### config.mk
export PLATFORM = sky130hd
export DESIGN_NAME = parallel_frame_tx_flat
export DESIGN_NICKNAME = d
export VERILOG_FILES = /design/src/rtl/parallel_frame_tx_if.sv /design/src/rtl/parallel_frame_tx.sv /design/src/flat_wrapper.sv
export SDC_FILE = /design/constraint.sdc
export NUM_CORES = 1
export LEC_CHECK = 0
export CAP_MARGIN = 20
export CORE_ASPECT_RATIO = 0.6
export CORE_UTILIZATION = 40
export CTS_CLUSTER_DIAMETER = 40
export DETAILED_ROUTE_END_ITERATION = 6
export GPL_ROUTABILITY_DRIVEN = 0
export HOLD_SLACK_MARGIN = 0.03
export PLACE_DENSITY = 0.68
export SYNTH_ARGS = -nofsm -noshare
export SYNTH_HDL_FRONTEND = slang
export SYNTH_SLANG_ARGS = --single-unit
### constraint.sdc
create_clock -name CLK -period 3.21 [get_ports CLK]
set_input_delay 0.642 -clock CLK [delete_from_list [all_inputs] [get_ports CLK]]
set_output_delay 0.642 -clock CLK [all_outputs]
set_load 0.05 [all_outputs]
### src/rtl/parallel_frame_tx_if.sv
// Memory-side word stream for parallel_frame_tx: data/valid toward the
// transmitter, ready and channel select back toward frame memory.
interface parallel_frame_tx_if #(
  parameter int DATA_W = 8,
  parameter int CH_W   = 2
);
  logic [DATA_W-1:0] IN_DATA;
  logic              IN_VALID;
  logic              IN_READY;
  logic [CH_W-1:0]   IN_CH;

  modport master (output IN_DATA, IN_VALID, input IN_READY, IN_CH);
  modport slave  (input IN_DATA, IN_VALID, output IN_READY, IN_CH);
endinterface

### src/rtl/parallel_frame_tx.sv
// Multi-channel parallel frame transmitter with divided bus clock, inter-frame gap,
// stall-on-underrun. Optional FRAME_HEADER_EN prepends a channel-index word per frame.
module parallel_frame_tx #(
  parameter int DATA_W = 8,
  parameter int LEN_W  = 16,
  parameter int NUM_CH = 4,
  parameter int DIV_W  = 4,
  parameter int GAP    = 2,
  parameter int CH_W   = (NUM_CH > 1) ? $clog2(NUM_CH) : 1
) (
  input  logic                  CLK,
  input  logic                  RESET,
  input  logic                  START,
  input  logic [LEN_W-1:0]      FRAME_LEN,
  input  logic [DIV_W-1:0]      CLK_DIV,
  input  logic [NUM_CH-1:0]     CH_MASK,
  parallel_frame_tx_if.slave    mem,
  output logic [DATA_W-1:0]     DATA_OUT,
  output logic                  DATA_OUT_CLK,
  output logic                  FLAG_FRAME,
  output logic [CH_W-1:0]       CH_ID,
  output logic                  BUSY,
  output logic                  FRAME_DONE,
  output logic                  UNDERRUN
);

`ifdef FRAME_HEADER_EN
  localparam bit HDR_EN = 1'b1;
`else
  localparam bit HDR_EN = 1'b0;
`endif

  // GAP state covers GAP-1 cycles; SEL supplies the last low-flag cycle.
  localparam int GAP_W    = (GAP > 2) ? $clog2(GAP - 1) : 1;
  localparam int GAP_LAST = (GAP >= 2) ? GAP - 2 : 0;

  typedef enum logic [2:0] {S_IDLE, S_SEL, S_LOW, S_HIGH, S_GAP, S_DONE} state_t;

  state_t             state_q, state_d;
  logic [LEN_W-1:0]   len_q, len_d;
  logic [DIV_W-1:0]   div_q, div_d;
  logic [NUM_CH-1:0]  pend_q, pend_d, pend_nx;
  logic [CH_W-1:0]    ch_q, ch_d;
  logic [DATA_W-1:0]  data_q, data_d;
  logic               dclk_q, dclk_d;
  logic               flag_q, flag_d;
  logic               busy_q, busy_d;
  logic               done_q, done_d;
  logic               unr_q, unr_d;
  logic [DATA_W-1:0]  hold_q, hold_d;
  logic               hold_full_q, hold_full_d;
  logic [LEN_W-1:0]   word_rem_q, word_rem_d;
  logic [LEN_W-1:0]   fetch_rem_q, fetch_rem_d;
  logic [DIV_W-1:0]   div_cnt_q, div_cnt_d;
  logic [GAP_W-1:0]   gap_cnt_q, gap_cnt_d;
  logic               loaded_q, loaded_d;
  logic               hdr_q, hdr_d;

  logic [CH_W-1:0]    pick;
  logic               found, sel_ok, in_ready, in_fire, avail, enter_low;
  logic [DATA_W-1:0]  avail_data;

  always_comb begin
    pick  = '0;
    found = 1'b0;
    for (int i = 0; i < NUM_CH; i++)
      if (pend_q[i] && !found) begin
        pick  = CH_W'(i);
        found = 1'b1;
      end
  end

  assign sel_ok   = found && (len_q != '0);
  assign in_ready = !hold_full_q &&
                    ((state_q == S_SEL && sel_ok) ||
                     ((state_q == S_LOW || state_q == S_HIGH) && fetch_rem_q != '0));
  assign in_fire  = mem.IN_VALID && in_ready;
  // A word accepted this cycle can go straight to the bus, bypassing the holding reg.
  assign avail      = hold_full_q || in_fire;
  assign avail_data = hold_full_q ? hold_q : mem.IN_DATA;

  always_comb begin
    state_d     = state_q;
    len_d       = len_q;
    div_d       = div_q;
    pend_d      = pend_q;
    ch_d        = ch_q;
    data_d      = data_q;
    dclk_d      = dclk_q;
    flag_d      = flag_q;
    busy_d      = busy_q;
    done_d      = 1'b0;
    unr_d       = unr_q;
    hold_d      = hold_q;
    hold_full_d = hold_full_q;
    word_rem_d  = word_rem_q;
    fetch_rem_d = fetch_rem_q;
    div_cnt_d   = div_cnt_q;
    gap_cnt_d   = gap_cnt_q;
    loaded_d    = loaded_q;
    hdr_d       = hdr_q;
    enter_low   = 1'b0;
    pend_nx     = pend_q;
    pend_nx[ch_q] = 1'b0;

    if (in_fire) begin
      hold_d      = mem.IN_DATA;
      hold_full_d = 1'b1;
      if (state_q != S_SEL && fetch_rem_q != '0) fetch_rem_d = fetch_rem_q - LEN_W'(1);
    end

    case (state_q)
      S_IDLE: if (START) begin
        len_d   = FRAME_LEN;
        div_d   = CLK_DIV;
        pend_d  = CH_MASK;
        unr_d   = 1'b0;
        busy_d  = 1'b1;
        state_d = S_SEL;
      end
      S_SEL: begin
        if (!sel_ok) begin
          state_d = S_DONE;
          done_d  = 1'b1;
          flag_d  = 1'b0;
        end else begin
          ch_d        = pick;
          word_rem_d  = len_q;
          fetch_rem_d = len_q - LEN_W'(in_fire);
          flag_d      = 1'b1;
          if (HDR_EN) begin
            state_d   = S_LOW;
            dclk_d    = 1'b0;
            div_cnt_d = '0;
            data_d    = DATA_W'(pick);
            loaded_d  = 1'b1;
            hdr_d     = 1'b1;
          end else begin
            enter_low = 1'b1;
          end
        end
      end
      S_LOW: begin
        if (!loaded_q) begin
          if (avail) begin
            data_d      = avail_data;
            hold_full_d = 1'b0;
            loaded_d    = 1'b1;
            div_cnt_d   = '0;
          end
        end else if (div_cnt_q == div_q) begin
          state_d   = S_HIGH;
          dclk_d    = 1'b1;
          div_cnt_d = '0;
        end else begin
          div_cnt_d = div_cnt_q + DIV_W'(1);
        end
      end
      S_HIGH: begin
        if (div_cnt_q != div_q) begin
          div_cnt_d = div_cnt_q + DIV_W'(1);
        end else if (hdr_q) begin
          hdr_d     = 1'b0;
          enter_low = 1'b1;
        end else begin
          dclk_d     = 1'b0;
          div_cnt_d  = '0;
          word_rem_d = (word_rem_q != '0) ? word_rem_q - LEN_W'(1) : '0;
          if (word_rem_q > LEN_W'(1)) begin
            enter_low = 1'b1;
          end else begin
            pend_d = pend_nx;
            if (pend_nx == '0) begin
              state_d = S_DONE;
              done_d  = 1'b1;
              flag_d  = 1'b0;
            end else if (GAP == 0) begin
              state_d = S_SEL;
            end else if (GAP == 1) begin
              state_d = S_SEL;
              flag_d  = 1'b0;
            end else begin
              state_d   = S_GAP;
              gap_cnt_d = '0;
              flag_d    = 1'b0;
            end
          end
        end
      end
      S_GAP: begin
        if (gap_cnt_q == GAP_W'(GAP_LAST)) state_d = S_SEL;
        else gap_cnt_d = gap_cnt_q + GAP_W'(1);
      end
      S_DONE: begin
        busy_d  = 1'b0;
        state_d = S_IDLE;
      end
      default: state_d = S_IDLE;
    endcase

    // Entering LOW with nothing to show is an underrun: clock stays low until data arrives.
    if (enter_low) begin
      state_d   = S_LOW;
      dclk_d    = 1'b0;
      div_cnt_d = '0;
      if (avail) begin
        data_d      = avail_data;
        hold_full_d = 1'b0;
        loaded_d    = 1'b1;
      end else begin
        loaded_d = 1'b0;
        unr_d    = 1'b1;
      end
    end
  end

  always_ff @(posedge CLK or posedge RESET) begin
    if (RESET) begin
      state_q     <= S_IDLE;
      len_q       <= '0;
      div_q       <= '0;
      pend_q      <= '0;
      ch_q        <= '0;
      data_q      <= '0;
      dclk_q      <= 1'b0;
      flag_q      <= 1'b0;
      busy_q      <= 1'b0;
      done_q      <= 1'b0;
      unr_q       <= 1'b0;
      hold_q      <= '0;
      hold_full_q <= 1'b0;
      word_rem_q  <= '0;
      fetch_rem_q <= '0;
      div_cnt_q   <= '0;
      gap_cnt_q   <= '0;
      loaded_q    <= 1'b0;
      hdr_q       <= 1'b0;
    end else begin
      state_q     <= state_d;
      len_q       <= len_d;
      div_q       <= div_d;
      pend_q      <= pend_d;
      ch_q        <= ch_d;
      data_q      <= data_d;
      dclk_q      <= dclk_d;
      flag_q      <= flag_d;
      busy_q      <= busy_d;
      done_q      <= done_d;
      unr_q       <= unr_d;
      hold_q      <= hold_d;
      hold_full_q <= hold_full_d;
      word_rem_q  <= word_rem_d;
      fetch_rem_q <= fetch_rem_d;
      div_cnt_q   <= div_cnt_d;
      gap_cnt_q   <= gap_cnt_d;
      loaded_q    <= loaded_d;
      hdr_q       <= hdr_d;
    end
  end

  assign mem.IN_READY = in_ready;
  assign mem.IN_CH    = (state_q == S_SEL) ? pick : ch_q;
  assign DATA_OUT     = data_q;
  assign DATA_OUT_CLK = dclk_q;
  assign FLAG_FRAME   = flag_q;
  assign CH_ID        = ch_q;
  assign BUSY         = busy_q;
  assign FRAME_DONE   = done_q;
  assign UNDERRUN     = unr_q;

endmodule

### src/flat_wrapper.sv
// flat-port wrapper written by rule: the top's interface ports become plain ports
module parallel_frame_tx_flat 
#(
  parameter int DATA_W = 8,
  parameter int LEN_W  = 16,
  parameter int NUM_CH = 4,
  parameter int DIV_W  = 4,
  parameter int GAP    = 2,
  parameter int CH_W   = (NUM_CH > 1) ? $clog2(NUM_CH) : 1
)
  (CLK, RESET, START, FRAME_LEN, CLK_DIV, CH_MASK, DATA_OUT, DATA_OUT_CLK, FLAG_FRAME, CH_ID, BUSY, FRAME_DONE, UNDERRUN, mem_IN_DATA, mem_IN_VALID, mem_IN_READY, mem_IN_CH);
  parallel_frame_tx_if #(.DATA_W(DATA_W), .CH_W(CH_W)) mem_i ();
  input  logic CLK;
  input  logic RESET;
  input  logic START;
  input  logic [LEN_W-1:0] FRAME_LEN;
  input  logic [DIV_W-1:0] CLK_DIV;
  input  logic [NUM_CH-1:0] CH_MASK;
  output logic [DATA_W-1:0] DATA_OUT;
  output logic DATA_OUT_CLK;
  output logic FLAG_FRAME;
  output logic [CH_W-1:0] CH_ID;
  output logic BUSY;
  output logic FRAME_DONE;
  output logic UNDERRUN;
  input wire logic [$bits(mem_i.IN_DATA)-1:0] mem_IN_DATA;
  input wire logic [$bits(mem_i.IN_VALID)-1:0] mem_IN_VALID;
  output wire logic [$bits(mem_i.IN_READY)-1:0] mem_IN_READY;
  output wire logic [$bits(mem_i.IN_CH)-1:0] mem_IN_CH;
  assign mem_i.IN_DATA = mem_IN_DATA;
  assign mem_i.IN_VALID = mem_IN_VALID;
  assign mem_IN_READY = mem_i.IN_READY;
  assign mem_IN_CH = mem_i.IN_CH;
  parallel_frame_tx #(.DATA_W(DATA_W), .LEN_W(LEN_W), .NUM_CH(NUM_CH), .DIV_W(DIV_W), .GAP(GAP), .CH_W(CH_W)) u_core (.CLK(CLK), .RESET(RESET), .START(START), .FRAME_LEN(FRAME_LEN), .CLK_DIV(CLK_DIV), .CH_MASK(CH_MASK), .mem(mem_i), .DATA_OUT(DATA_OUT), .DATA_OUT_CLK(DATA_OUT_CLK), .FLAG_FRAME(FLAG_FRAME), .CH_ID(CH_ID), .BUSY(BUSY), .FRAME_DONE(FRAME_DONE), .UNDERRUN(UNDERRUN));
endmodule
# Yosys cells after proc, flatten, opt, wreduce, memory -nomap -nowiden
# Cells that the tools add are included.
# W data, S select, Z words.
[totals] output_inout_bits=18 reg_bits=89
[classes] order_cmp=3 n_mux=82 eq_ne=21 n_addsub=5 n_bitwise=2 n_reduce_logical=38
[ops] op="$mux W16" n=7
[ops] op="$mux W8" n=6
[ops] op="$reduce_bool A16 Y1" n=3
[ops] op="$mux W1" n=39
[ops] op="$mux W4" n=8
[ops] op="$pmux W16 S2" n=1
[ops] op="$sub A16 B1 Y16 const B" n=2
[ops] op="$mux W3" n=8
[ops] op="$gt A16 B1 Y1 const B" n=1
[ops] op="$pmux W4 S2" n=2
[ops] op="$sub A16 B1 Y16" n=1
[ops] op="$pmux W3 S5" n=1
[ops] op="$ne A3 B2 Y1 const B" n=4
[ops] op="$pmux W1 S2" n=6
[ops] op="$reduce_and A4 Y1" n=3
[ops] op="$logic_and A1 B1 Y1" n=10
[ops] op="$reduce_bool A2 Y1" n=5
[ops] op="$ne A2 B2 Y1 const B" n=4
[ops] op="$reduce_and A2 Y1" n=4
[ops] op="$reduce_and A7 Y1" n=1
[ops] op="$eq A3 B2 Y1 const B" n=2
[ops] op="$eq A3 B3 Y1 const B" n=2
[ops] op="$mux W2" n=3
[ops] op="$ne A3 B1 Y1 const B" n=2
[ops] op="other kinds (19)" n=26

# Longest topological paths before layout
[logic_depth] depth_word=21 mapped_depth=13

# Worst setup path before layout
# Ideal clock, no wire load.
[synth_timing] path_type="reg-to-reg" start="register u_core.len_q[9]" end="register u_core.fetch_rem_q[8]" setup_time_ns=0.133 arrival_time_ns=2.935 slack_ns=0.142 path_stages_with_launch=13 path_cell_list="dfrtp_1 -> or4_4 -> or3_1 -> o31a_1 -> buf_6 -> a21oi_4 -> nor2_4 -> ha_1 -> ha_1 -> nor3b_1 -> xor2_1 -> nand2_1 -> o21ai_1"
[synth_between] elab_chain_cells=9
[synth_lines] element="start, declared" line="parallel_frame_tx.sv:40" rtl="logic [LEN_W-1:0] len_q, len_d;"
[synth_lines] element="start signal, assigned" line="parallel_frame_tx.sv:240" rtl="len_q <= len_d;"
[synth_lines] element="$reduce_bool A16 Y1 *" line="parallel_frame_tx.sv:73" rtl="assign sel_ok = found && (len_q != '0);"
[synth_lines] element="$logic_and A1 B1 Y1 *" line="parallel_frame_tx.sv:73"
[synth_lines] element="$logic_and A1 B1 Y1" line="parallel_frame_tx.sv:75" rtl="((state_q == S_SEL && sel_ok) ||"
[synth_lines] element="$logic_or A1 B1 Y1" line="parallel_frame_tx.sv:75"
[synth_lines] element="$logic_and A1 B1 Y1" line="parallel_frame_tx.sv:74" rtl="assign in_ready = !hold_full_q &&"
[synth_lines] element="$logic_and A1 B1 Y1" line="parallel_frame_tx.sv:77" rtl="assign in_fire = mem.IN_VALID && in_ready;"
[synth_lines] element="$sub A16 B1 Y16 or $mux W16 (tied branches)" line="parallel_frame_tx.sv:129, parallel_frame_tx.sv:106"
[synth_lines] element="$mux W16" line="parallel_frame_tx.sv:122" rtl="if (!sel_ok) begin"
[synth_lines] element="$mux W16 *" line="parallel_frame_tx.sv:112" rtl="case (state_q)"
[synth_lines] element="net u_core.fetch_rem_d[8]" line="parallel_frame_tx.sv:53" rtl="logic [LEN_W-1:0] fetch_rem_q, fetch_rem_d;"
[synth_lines] element="end signal, assigned" line="parallel_frame_tx.sv:253" rtl="fetch_rem_q <= fetch_rem_d;"
[synth_lines] element="end, declared" line="parallel_frame_tx.sv:53"
# Mark *: on every way through the listed nets, which the timed path passes. The rest lies on a longest branch.
# A chain may end at the register's enable or synchronous reset.

# Worst setup path in the final report
[layout_timing] start="register u_core.len_q[9]" end="output port mem_IN_READY"
[layout_between] elab_chain_cells=5
[layout_lines] element="$reduce_bool A16 Y1" line="parallel_frame_tx.sv:73"
[layout_lines] element="$logic_and A1 B1 Y1" line="parallel_frame_tx.sv:73"
[layout_lines] element="$logic_and A1 B1 Y1" line="parallel_frame_tx.sv:75"
[layout_lines] element="$logic_or A1 B1 Y1" line="parallel_frame_tx.sv:75"
[layout_lines] element="$logic_and A1 B1 Y1" line="parallel_frame_tx.sv:74"
[layout_lines] element="end, declared" line="flat_wrapper.sv:28" rtl="output wire logic [$bits(mem_i.IN_READY)-1:0] mem_IN_READY;"
# Every way passes these cells.

==> summary.txt <==
EDFF count, synth -> 0
Fin. Hold Viols -> 0
Worst-path fanout max -> 4
Diode count -> 0
Yosys Warn Count -> 0
Main area contributors after synthesis -> dfrtp_1 45%, nand2_1 4.3%, mux2_2 4.2%
CTS tree -> done
Register area share after synthesis -> 0.4548
Vias in the first global route -> 4,040
First-pass GRT wire length -> 21.33 mm
I/O Buffers -> 53
Die Width -> 144.0 microns
CTS Sinks -> 88
Count leader, synth -> dfrtp_1
H-tree depth -> 3
Placeable Area -> 11,520 sq um
Min-Delay Endpoint -> u_core.hold_q[5]$_DFFE_PP0N_
Root buffer cell -> clkbuf_16
Fin worst setup slack -> 0.06861 ns
Crit path DAT -> 2.50 ns
Vias -> 4,282
Reg2reg start -> u_core.len_q[9]$_DFFE_PP0P_
Leak Pwr -> 2.397 nW
IO Count -> 54
Post-synth ARST share -> 1.000
Max-Cap Viols -> 0
Post-synth top flop -> dfrtp_1
Initial Utilization -> 0.4202
VDD IR max -> 403.4 uV
Mapped Avg Cell Area -> 9.476 sq um
Synth cell count leaders -> 88 x dfrtp_1, 55 x nand2_1, 44 x nor2_1
Type of origin of the critical path -> flip-flop
Crit Path Class -> reg2out
Hold WC Path Type -> reg2reg
Period utilisation layout -> 0.9786
Depth of the most critical reg-to-reg path -> 11
Power per standard cell area -> 1138 nW/um^2
Antenna Nets Post-Route -> 0
WL met2 -> 5.363 mm
Yosys reg bits -> 88
Die ar. -> 12,560 sq um
Cell area after technology mapping -> 4842 sq um
Hold Path Stages -> 1
Post-Syn Nets -> 554
Num CTS Buffers -> 9
Wire per inst -> 17.61 microns
Largest net degree at the start of global routing -> 50
Fin. max-slew vios -> 0
Clock-pin slew on the worst setup and hold paths -> 0.06 ns
Worst R2R Setup Slack -> 0.19 ns
Clk Latency, worst-skew pair -> 0.34 ns
Rows -> 30
RSZ-0062 raised after global routing -> no
Antenna violations before repair -> 0
Die height -> 87.23 microns
Fraction of post-synthesis cell area in the top cell type by area -> 0.4548
Total grt overflow -> 0
HP Start -> u_core.hold_q[5]$_DFFE_PP0N_
All-Layer GR Usage -> 0.2270
Terminus of the critical flop-to-flop path -> u_core.fetch_rem_q[8]$_DFF_PP0_
Fmax -> 318.3 MHz
Syn Inst Count -> 511
Met1 WL -> 6.257 mm
Endpoints failing setup -> 0
Drt pass-1 iters -> 5
DRC -> 0
Max_slew headroom -> 0.5147
Clock Skew -> 0.004896 ns
DR vias/cell -> 5.740
WL final -> 13.14 mm
Fin crit period -> 3.141 ns
Post-place setup slack -> 0.1313 ns
Worst Tran Pin Value -> 0.7179 ns
Area growth, synth to finish -> 24.50%
Most area-hungry cell type in the Yosys netlist -> dfrtp_1
Synth cell types -> 63
Routed wl met3 -> 1.322 mm
Total negative slack -> 0 ns
Share of cells above drive strength 1 -> 0.1433
Worst-case clock buffer depth -> 2
Dpl hpwl -> 9.683 mm
Final Net Count -> 624
Status -> finished clean
CP Capture Type -> output port
First DRT Iteration DRCs -> 366
Top Layer Used -> met4
CP required -> 2.57 ns
flip-flops by register name, summed over array words and instances (netlist names):
signal,count
u_core.FRAME_DONE,1
u_core.hold_q,8
u_core.BUSY,1
u_core.len_q,16
u_core.CH_ID,2
u_core.word_rem_q,16
u_core.FLAG_FRAME,1
u_core.state_q,3
u_core.pend_q,4
u_core.hold_full_q,1
u_core.loaded_q,1
u_core.div_q,4
u_core.fetch_rem_q,16
u_core.DATA_OUT,8
u_core.DATA_OUT_CLK,1
u_core.UNDERRUN,1
u_core.div_cnt_q,4
cells in the final DEF (no fill, tap or decap), drive strengths merged, types with 2 or more instances in the layout:
master / netlist / final
dfrtp: 88 / 88
nand2: 55 / 55
o21ai: 53 / 53
clkdlybuf4s50: 0 / 52
nor2: 46 / 46
a21oi: 29 / 29
buf: 6 / 28
mux2: 26 / 26
xnor2: 19 / 19
inv: 17 / 17
nor3: 15 / 15
nor4: 14 / 14
xor2: 12 / 12
nand3: 10 / 10
clkbuf: 15 / 10
a31oi: 8 / 8
o32ai: 8 / 8
a2bb2oi: 8 / 8
or3: 7 / 7
ha: 7 / 7
or4: 7 / 7
o22ai: 6 / 6
nor2b: 4 / 4
nand3b: 4 / 4
a32oi: 4 / 4
a22oi: 4 / 4
clkinv: 1 / 4
nand4: 3 / 3
a211oi: 3 / 3
nand2b: 2 / 2
nor3b: 2 / 2
and2: 2 / 2
a21boi: 2 / 2
nor4b: 2 / 2
nor4bb: 2 / 2
clkinvlp: 0 / 2
or3b: 2 / 2
metrics by stage:
stage               area, sq um  cells  total power, mW    util  hold slack [ns]
CTS                        6013    744            6.806  0.5218           0.5141
global placement           5689    727            5.586  0.4937           0.4961
global route               6028    746            7.323  0.5231           0.5290
detailed placement         5689    727            5.682  0.4937           0.4940
finish                     6028    746            6.861  0.5231           0.5141
floorplan                  4842    511            4.537       -           0.4733
kinds of logic (layout without fill, tap and decap cells):
kind of cell               after synthesis  in the layout  share of synthesized area
muxes                                   27             27                    0.06873
xor gates and xnor gates                31             31                    0.05607
buffers and inverters                   39            114                    0.03256
and+or+nand+nor                        181            181                     0.1894
AOI/OAI and AO/OA                      138            138                     0.1804
DFF                                     88             88                     0.4548
adders and majority gates                7              7                    0.01809
worst max-delay path by stage:
stage,start,endpoint,slack [ns],cells after the start
floorplan,u_core.len_q[9]$_DFFE_PP0P_,u_core.fetch_rem_q[8]$_DFF_PP0_,0.14,12
global placement,u_core.fetch_rem_q[0]$_DFF_PP0_,u_core.fetch_rem_q[8]$_DFF_PP0_,0.19,12
detailed placement,u_core.fetch_rem_q[0]$_DFF_PP0_,u_core.fetch_rem_q[8]$_DFF_PP0_,0.13,12
CTS,u_core.fetch_rem_q[0]$_DFF_PP0_,mem_IN_READY,0.004,8
global route,u_core.len_q[11]$_DFFE_PP0P_,mem_IN_READY,0.007,7
finish,u_core.len_q[9]$_DFFE_PP0P_,mem_IN_READY,0.07,7
report_power, final:
part / internal (mW) / switching [mW] / total (mW)
Clock: 0.627 / 0.438 / 1.06
Combinational: 1.49 / 2.07 / 3.56
Sequential: 1.65 / 0.584 / 2.24
Total: 3.77 / 3.09 / 6.86
timing repair:
item	CTS	global route
buffers inserted	1	2
setup endpoints to repair	1	1
endpoints found under the hold margin	0	0
pin swaps	0	1
hold buffers	0	0
resized for setup	3	1
layer usage:
metal  GRT usage  up-vias
li1            -     2005
met1      0.3335     2070
met2      0.3184      190
met3     0.06432       17
met4     0.07253        0
met5           0        -
critical path: stages, from the launching register on:
cell and delay [ns]:
dfrtp_1 0.39, or4_4 0.55, or3_1 0.37, o31a_1 0.31, a21oi_4 0.18, buf_6 0.13
nor2_1 0.06, buf_12 0.16
layout make-up:
type                    instances  area [sq um]
clock buffers                  10         239.0
clock inverters                 6         67.56
fillers                      1051          5495
inverters                      18         68.82
multi-input cells             384          2491
flip-flops and latches         88          2202
well taps                     160         200.2
repair buffers                 80         759.5
(Power assumes the default switching activity.)
